==> src/rtl/spectro_pin_bridge_pkg.sv <==
// Shared widths, defaults and state encodings for the spectrometer pin bridge.
package spectro_pin_bridge_pkg;

    function automatic int idx_w(input int n);
        return (n > 1) ? $clog2(n) : 1;
    endfunction

    localparam int PIN_W         = 8;
    localparam int IN_BYTES_DEF  = 4;
    localparam int OUT_BYTES_DEF = 2;
    localparam int IN_IDX_W      = idx_w(IN_BYTES_DEF);
    localparam int OUT_IDX_W     = idx_w(OUT_BYTES_DEF);

    typedef enum logic {
        SER_IDLE = 1'b0,
        SER_SEND = 1'b1
    } ser_state_t;

endpackage

==> src/rtl/spectro_byte_serializer.sv <==
// Outbound path: splits a result word into pin bytes, least significant first.
module spectro_byte_serializer
    import spectro_pin_bridge_pkg::*;
#(
    parameter int OUT_BYTES = OUT_BYTES_DEF
) (
    input  logic                       clock,
    input  logic                       reset,
    input  logic                       enable,
    input  logic                       word_in_valid,
    output logic                       word_in_ready,
    input  logic [PIN_W*OUT_BYTES-1:0] word_in_data,
    input  logic                       pin_out_ready,
    output logic                       pin_out_valid,
    output logic [PIN_W-1:0]           pin_out_data
);

    localparam int OW = PIN_W * OUT_BYTES;
    localparam int IW = idx_w(OUT_BYTES);
    localparam logic [IW-1:0] LAST_IDX = IW'(OUT_BYTES - 1);

    ser_state_t    state;
    logic [IW-1:0] idx;
    logic [OW-1:0] shreg;
    logic          on_last;
    logic          load;

    assign on_last       = (state == SER_SEND) && (idx == LAST_IDX);
    // Reloading while the last byte leaves keeps the byte stream gapless.
    assign word_in_ready = enable && ((state == SER_IDLE) || (on_last && pin_out_ready));
    assign load          = word_in_valid && word_in_ready;
    assign pin_out_data  = shreg[PIN_W-1:0];

    always_ff @(posedge clock or posedge reset) begin
        if (reset) begin
            state         <= SER_IDLE;
            idx           <= '0;
            shreg         <= '0;
            pin_out_valid <= 1'b0;
        end else begin
            if (load) begin
                state         <= SER_SEND;
                idx           <= '0;
                shreg         <= word_in_data;
                pin_out_valid <= 1'b1;
            end else if ((state == SER_SEND) && pin_out_ready) begin
                if (on_last) begin
                    state         <= SER_IDLE;
                    idx           <= '0;
                    shreg         <= '0;
                    pin_out_valid <= 1'b0;
                end else begin
                    idx   <= idx + 1'b1;
                    shreg <= shreg >> PIN_W;
                end
            end
        end
    end

endmodule

==> src/rtl/spectro_pin_bridge.sv <==
// Byte-pin to word bridge: inline deserializer inbound, byte serializer outbound.
module spectro_pin_bridge
    import spectro_pin_bridge_pkg::*;
#(
    parameter int IN_BYTES  = IN_BYTES_DEF,
    parameter int OUT_BYTES = OUT_BYTES_DEF
) (
    input  logic                       clock,
    input  logic                       reset,
    output logic                       pin_in_ready,
    input  logic                       pin_in_valid,
    input  logic [PIN_W-1:0]           pin_in_data,
    input  logic                       pin_in_last,
    output logic                       word_out_valid,
    input  logic                       word_out_ready,
    output logic [PIN_W*IN_BYTES-1:0]  word_out_data,
    output logic                       word_out_last,
    input  logic                       word_in_valid,
    output logic                       word_in_ready,
    input  logic [PIN_W*OUT_BYTES-1:0] word_in_data,
    input  logic                       pin_out_ready,
    output logic                       pin_out_valid,
    output logic [PIN_W-1:0]           pin_out_data
);

    localparam int INW = PIN_W * IN_BYTES;
    localparam int IW  = idx_w(IN_BYTES);
    localparam logic [IW-1:0] LAST_IDX = IW'(IN_BYTES - 1);

    logic           run_en;
    logic [IW-1:0]  in_idx;
    logic [INW-1:0] in_acc;
    logic [INW-1:0] in_merged;
    logic           in_fire;
    logic           word_fire;
    logic           in_close;

    assign pin_in_ready = run_en && (!word_out_valid || word_out_ready);
    assign in_fire      = pin_in_valid && pin_in_ready;
    assign word_fire    = word_out_valid && word_out_ready;
    assign in_close     = pin_in_last || (in_idx == LAST_IDX);

    // Accumulator is cleared on every close, so unfilled upper bytes are zero.
    always_comb begin
        in_merged = in_acc;
        for (int k = 0; k < IN_BYTES; k++) begin
            if (in_idx == IW'(k)) begin
                in_merged[k*PIN_W +: PIN_W] = pin_in_data;
            end
        end
    end

    always_ff @(posedge clock or posedge reset) begin
        if (reset) begin
            run_en         <= 1'b0;
            in_idx         <= '0;
            in_acc         <= '0;
            word_out_valid <= 1'b0;
            word_out_last  <= 1'b0;
            word_out_data  <= '0;
        end else begin
            run_en <= 1'b1;
            if (in_fire && in_close) begin
                in_idx         <= '0;
                in_acc         <= '0;
                word_out_data  <= in_merged;
                word_out_valid <= 1'b1;
                word_out_last  <= pin_in_last;
            end else begin
                if (in_fire) begin
                    in_idx <= in_idx + 1'b1;
                    in_acc <= in_merged;
                end
                if (word_fire) begin
                    word_out_valid <= 1'b0;
                    word_out_last  <= 1'b0;
                end
            end
        end
    end

    spectro_byte_serializer #(
        .OUT_BYTES(OUT_BYTES)
    ) u_ser (
        .clock        (clock),
        .reset        (reset),
        .enable       (run_en),
        .word_in_valid(word_in_valid),
        .word_in_ready(word_in_ready),
        .word_in_data (word_in_data),
        .pin_out_ready(pin_out_ready),
        .pin_out_valid(pin_out_valid),
        .pin_out_data (pin_out_data)
    );

endmodule

==> config.mk <==
export PLATFORM = sky130hd
export DESIGN_NAME = spectro_pin_bridge
export DESIGN_NICKNAME = d
export VERILOG_FILES = /design/src/rtl/spectro_pin_bridge_pkg.sv /design/src/rtl/spectro_byte_serializer.sv /design/src/rtl/spectro_pin_bridge.sv
export SDC_FILE = /design/constraint.sdc
export NUM_CORES = 1
export LEC_CHECK = 0
export ABC_AREA = 1
export CORE_MARGIN = 2
export CORE_UTILIZATION = 45
export DETAILED_ROUTE_END_ITERATION = 6
export DONT_BUFFER_PORTS = 1
export SLEW_MARGIN = 20
export SYNTH_ARGS = -nofsm -noshare
export SYNTH_HDL_FRONTEND = slang
export SYNTH_HIERARCHICAL = 1
export SYNTH_SLANG_ARGS = --single-unit
==> constraint.sdc <==
create_clock -name clock -period 4.91 [get_ports clock]
set_input_delay 0.2455 -clock clock [delete_from_list [all_inputs] [get_ports clock]]
set_output_delay 0.2455 -clock clock [all_outputs]
set_load 0.05 [all_outputs]
-- Yosys cells after proc, flatten, opt, wreduce, memory -nomap -nowiden
Index checks and enable logic that the tools add are counted.
- add/sub/neg operators: 2
- multipliers: 0
- div/mod/pow operators: 0
- magnitude comparators: 0
- equality and inequality tests: 3
- shift operators: 0
- multiplexer cells: 20
- bitwise operators: 1
- reduce and logical (&&, ||, !) cells: 19
- operators by type and width (kind ; count):
    32-bit 2-to-1 mux ; 2
    8-bit 2-to-1 mux ; 5
    16-bit 2-to-1 mux ; 2
    1-bit logical AND ; 9
    1-bit 2-to-1 mux ; 9
    2-bit nonzero test ; 4
    2-bit == test (second input constant) ; 2
    2-bit 2-to-1 mux ; 2
    1-bit logical OR ; 3
    2-bit by 1-bit adder with 2-bit output (second input constant) ; 1
    2-bit by 1-bit == test with 1-bit output (second input constant) ; 1
    2-bit zero test ; 1
    2-bit AND reduction ; 1
    1-bit adder (second input constant) ; 1
    1-bit zero test ; 1
    1-bit NOT ; 1
- register bits after elaboration: 87
- latch bits: 0
- bits in writable memories: 0
- ROM bits: 0
- input port bits: 31
- output and inout port bits: 45
- logic and storage cells: 54
- memories kept: 0

-- Logic depth before layout (Yosys ltp)
- depth after elaboration: 7
- depth in mapped cells: 10
- gate-level depth less buffers: 9

-- Cells and area by module
Netlist, hierarchy kept.
- modules (own cells, without submodules) (module ; instances ; cells an instance ; area each (µm²) ; sequential area each (µm²)):
    spectro_pin_bridge ; 1 ; 469 ; 3560.9 ; 1726.7
    spectro_byte_serializer ; 1 ; 126 ; 1014.7 ; 450.4

-- Least setup slack after synthesis
Ideal clock, no wire load.
- path type: register to register
- start: register u_ser.state
- end: register u_ser.shreg[10]
- library setup time: 0.069 ns
- data arrival time: 1.565 ns
- data required time: 4.841 ns
- setup slack: 3.276 ns
- cell stages (with the launch flop): 4
- path buffers: 0
- period minus slack after synthesis: 1.634 ns
- cells stage by stage: dfrtp_1 -> a21boi_2 -> nand3_1 -> nand2_1
- word-level cells in the longest chain between the ends: 6
- elaborated cells on any way between the ends: 9
- those cells by class: mux: 1; bitwise: 1; reduce/logical: 7
- RTL lines (what ; RTL line ; source):
    start, declared ; spectro_byte_serializer.sv:22 ; ser_state_t state;
    start signal, assigned ; spectro_byte_serializer.sv:36 ; state <= SER_IDLE;
    start signal, assigned ; spectro_byte_serializer.sv:42 ; state <= SER_SEND;
    start signal, assigned ; spectro_byte_serializer.sv:48 ; state <= SER_IDLE;
    1-bit logical AND ; spectro_byte_serializer.sv:28 ; assign on_last = (state == SER_SEND) && (idx == LAST_IDX);
    1-bit logical AND ; spectro_byte_serializer.sv:30 ; assign word_in_ready = enable && ((state == SER_IDLE) || (on_last && pin_out_ready));
    1-bit logical OR (*) ; spectro_byte_serializer.sv:30 ;
    1-bit logical AND (*) ; spectro_byte_serializer.sv:30 ;
    net word_in_ready ; spectro_pin_bridge.sv:19 ; output logic word_in_ready,
    1-bit logical AND (*) ; spectro_byte_serializer.sv:31 ; assign load = word_in_valid && word_in_ready;
    16-bit 2-to-1 mux or 2-bit nonzero test (tied branches) ; - ;
    end signal, assigned ; spectro_byte_serializer.sv:44 ; shreg <= word_in_data;
    end signal, assigned ; spectro_byte_serializer.sv:54 ; shreg <= shreg >> PIN_W;
    end, declared ; spectro_byte_serializer.sv:24 ; logic [OW-1:0] shreg;
The timed path passes the listed nets; every way through them passes the cells marked *.
A chain may end at the register's enable or synchronous reset.

-- Final worst setup path
- start: register run_en
- end: output pin_in_ready
- word-level cells in the longest chain between the ends: 1
- RTL lines (what ; RTL line ; source):
    start, declared ; spectro_pin_bridge.sv:30 ; logic run_en;
    start signal, assigned ; spectro_pin_bridge.sv:55 ; run_en <= 1'b0;
    start signal, assigned ; spectro_pin_bridge.sv:62 ; run_en <= 1'b1;
    1-bit logical AND ; spectro_pin_bridge.sv:38 ; assign pin_in_ready = run_en && (!word_out_valid || word_out_ready);
    end, declared ; spectro_pin_bridge.sv:10 ; output logic pin_in_ready,
No other way between the ends.

==> results.cfg <==
[sta]
clock_skew_ns = 0.00709
final_max_slew_viol_count = 0
finalHoldViolCount = 0
setup-tns-final_ns = 0
period_share = 0.466
rsz0062_at_grt = false
relSlewSlack = 0.310
finalSetupViolCount = 0
worstMarginPinSlew_ns = 1.03
period_needed_ns = 2.29
max_freq_ghz = 0.437

[logic_synthesis]
synthesis.area_um2 = 4580
muxShareOfSynthArea = 0
synthCells = 595
seq_area_frac_synth = 0.476
syn_area_per_cell_um2 = 7.69
yosys.area_share.simple = 0.358
synthAdderAreaFrac = 0.0109
synth_compound_area_frac = 0.0268
ys_async_sr_fraction = 1.00
synth_xor_xnor_area_share = 0
ys_seq_elements = 87
syn_nets = 630
synth_top_family_by_area = simple AND/OR/NAND/NOR gates
ys_warn_count = 6
synth-edff-count = 0
synth_cell_types = 27
synth_ff_type = dfrtp_1

[min_path]
hold_path_class = in2reg

[detailed_routing]
ant_nets = 0
drt_iter0_drc = 164
route.detailed.drc = 0
routed_via_density = 4.89
wl_per_cell_um = 14.7
vias = 3473
drt-pass1-iter-count = 4
drt_wl_total_um = 10400

[global_route]
globalRouteMet1Util = 0.278
grt_overflow = 0
grt_antenna_before_repair = 0
use_met2 = 0.304
grt_busiest_layer = met2
grt_max_degree = 70
grt_first_pass_wirelength_um = 17800
grt_pass1_vias = 3509
grtUsageTotal = 0.204
use_met3 = 0.0643

[layout]
finalNetCount = 607
area_growth_pct = 2.73
drive_above_1_share = 0.0919
multi_input_area_um2 = 1810
seq_area_um2 = 2180
diodes = 0
fill_cells = 1027

[power]
power_frac_comb = 0.217
vdd_drop_max_mv = 0.268
p_sw_frac = 0.464
finalPower_mw = 2.52
seqPwrFrac = 0.572
clkPwrFrac = 0.211
powerDensity_nw_per_um2 = 536
total_leakage_power_nw = 2.66
p_int_mw = 1.35
power_switching_mw = 1.17

[setup_path]
endpoint_kind = output port
cp.buffers_inverters = 1
required_ns = 4.66
cp-start-kind = flop
slowest_stage = a21oi_4
cp-endpoint = pin_in_ready
crit_start = run_en$_DFF_PP0_
rrSetupSlack_ns = 2.73
r2r_end = word_out_data[13]$_DFFE_PP0P_
crit_fanout = 25
critPathKind = reg2out
worstPathArrival_ns = 2.04
path_depth = 2
cp_top_family = compound AO/OA/AOI/OAI gates
path_cells = inv_1, a21oi_4
reg2reg_depth = 6
max_stage_delay_ns = 0.80
r2r_start = in_idx[0]$_DFFE_PP0P_

[cts]
root_buffer = clkbuf_8
cts_tree = built
numCtsBuffers = 9
clock_path_buffers = 2
clk_latency_ns = 0.37
clock_sinks = 87
htreeDepth = 3
clk_pin_slew_ns = 0.08

[outcome]
status = finished, final reports clean

[run]
maxCapViolCount = 0

[place]
gp_congestion = 0.766
hpwl_um = 6780
io_buffers = 0

[floorplanning]
die_width_um = 105
coreArea_um2 = 9820
start_util = 0.466
num_io_pins = 76
die_h_um = 105
rows = 36
dieArea_um2 = 11000
-- logic make-up (layout without fill, tap and decap cells) --
group,after synthesis,count (layout)
other cells,1,1
simple gates,368,368
compound gates,19,19
fa+ha+maj,4,4
flops,87,87
buf+inv,116,98
-- cells in the final DEF, fill, tap and decap left out --
master	instances
a21boi_0	1
a21boi_2	1
a21oi_4	1
buf_4	1
bufinv_16	1
clkbuf_1	1
clkbuf_8	12
clkinv_2	2
conb_1	1
dfrtp_1	87
dlygate4sd3_1	2
ha_1	4
inv_1	74
inv_2	3
inv_6	2
nand2_1	274
nand2_2	19
nand2_4	3
nand3_1	26
nand3_2	2
nand3_4	2
nand4_1	32
nand4_4	1
nor2_1	8
nor2_8	1
o21ai_0	13
o21ai_1	1
o21ai_2	2
-- what timing repair did --
action,CTS,global route
endpoints found under the hold margin,19,0
endpoints found under the setup margin,0,0
hold buffers,2,0
gates resized for setup,0,0
buffers inserted,0,0
-- power groups by stage --
stage,clock [mW],combinational (mW),sequential [mW]
2_1_floorplan,0,0.647,1.30
3_3_place_gp,0,0.535,1.46
3_5_place_dp,0,0.550,1.46
4_1_cts,0.549,0.553,1.45
5_1_grt,0.582,0.644,1.47
6_report,0.531,0.546,1.44
-- state kept, by name (all words and copies together), names as in the netlist --
register        flops
word_out_valid      1
word_out_data      32
u_ser/idx           1
in_acc             32
u_ser/state         1
run_en              1
word_out_last       1
in_idx              2
u_ser/shreg        16
-- per-layer routing --
metal  part of all wire  wire, µm
met3              0.066       686
met4              0.019       193
met1               0.47      4870
met2               0.45      4670
met5                  0         0
-- worst reg2reg max path, stage by stage (launching register included) --
cell,delay [ns]
dfrtp_1,0.40
ha_1,0.51
inv_2,0.09
nand2_4,0.30
nand4_4,0.51
nand2_1,0.20
nand2_1,0.06
-- metrics by stage --
stage          hold WS, ns  utilization  worst slack (ns)  cells  cell area, µm²
2_1_floorplan        0.184            -              2.92    595            4580
3_3_place_gp         0.268        0.455              2.79    692            4470
3_5_place_dp         0.280        0.455              2.71    692            4470
4_1_cts            0.00112        0.479              2.62    710            4700
5_1_grt            0.00933        0.479              2.44    710            4700
6_report            0.0182        0.479              2.62    710            4700
-- layout make-up --
type,count,share of cell area
Inverter,79,0.0652
Clock buffer,13,0.0359
Tap cell,133,0.0354
Clock inverter,3,0.00852
Sequential cell,87,0.463
Multi-Input combinational cell,392,0.386
Timing Repair Buffer,3,0.00586
-- cell usage after synthesis, types with 2 or more instances --
cell type / count / area [µm²]
nand3_4: 2 / 35.0
nand2_2: 19 / 119
buf_2: 12 / 60.1
buf_6: 6 / 67.6
buf_4: 15 / 113
o21ai_2: 2 / 17.5
inv_6: 2 / 17.5
nand2_1: 274 / 1030
inv_1: 75 / 282
dfrtp_1: 87 / 2180
nand3_2: 2 / 20.0
nand2_4: 3 / 33.8
nand3_1: 26 / 130
o21ai_0: 13 / 65.1
buf_8: 2 / 30.0
nor2_1: 8 / 30.0
nand4_1: 32 / 200
clkbuf_1: 2 / 7.51
inv_2: 2 / 7.51
ha_1: 4 / 50.1
-- how the worst min path moves through the flow --
stage,start,to,slack [ns],cells past startpoint
2_1_floorplan,reset,u_ser/idx$_DFFE_PP0P_,0.18,1
3_3_place_gp,reset,u_ser/shreg[4]$_DFFE_PP0P_,0.27,1
3_5_place_dp,reset,u_ser/shreg[4]$_DFFE_PP0P_,0.28,1
4_1_cts,word_in_valid,u_ser/shreg[15]$_DFFE_PP0P_,0.001,2
5_1_grt,word_in_data[9],u_ser/shreg[9]$_DFFE_PP0P_,0.009,2
6_report,word_in_data[14],u_ser/shreg[14]$_DFFE_PP0P_,0.02,2
Note: power is estimated with default switching activity, not from simulation.
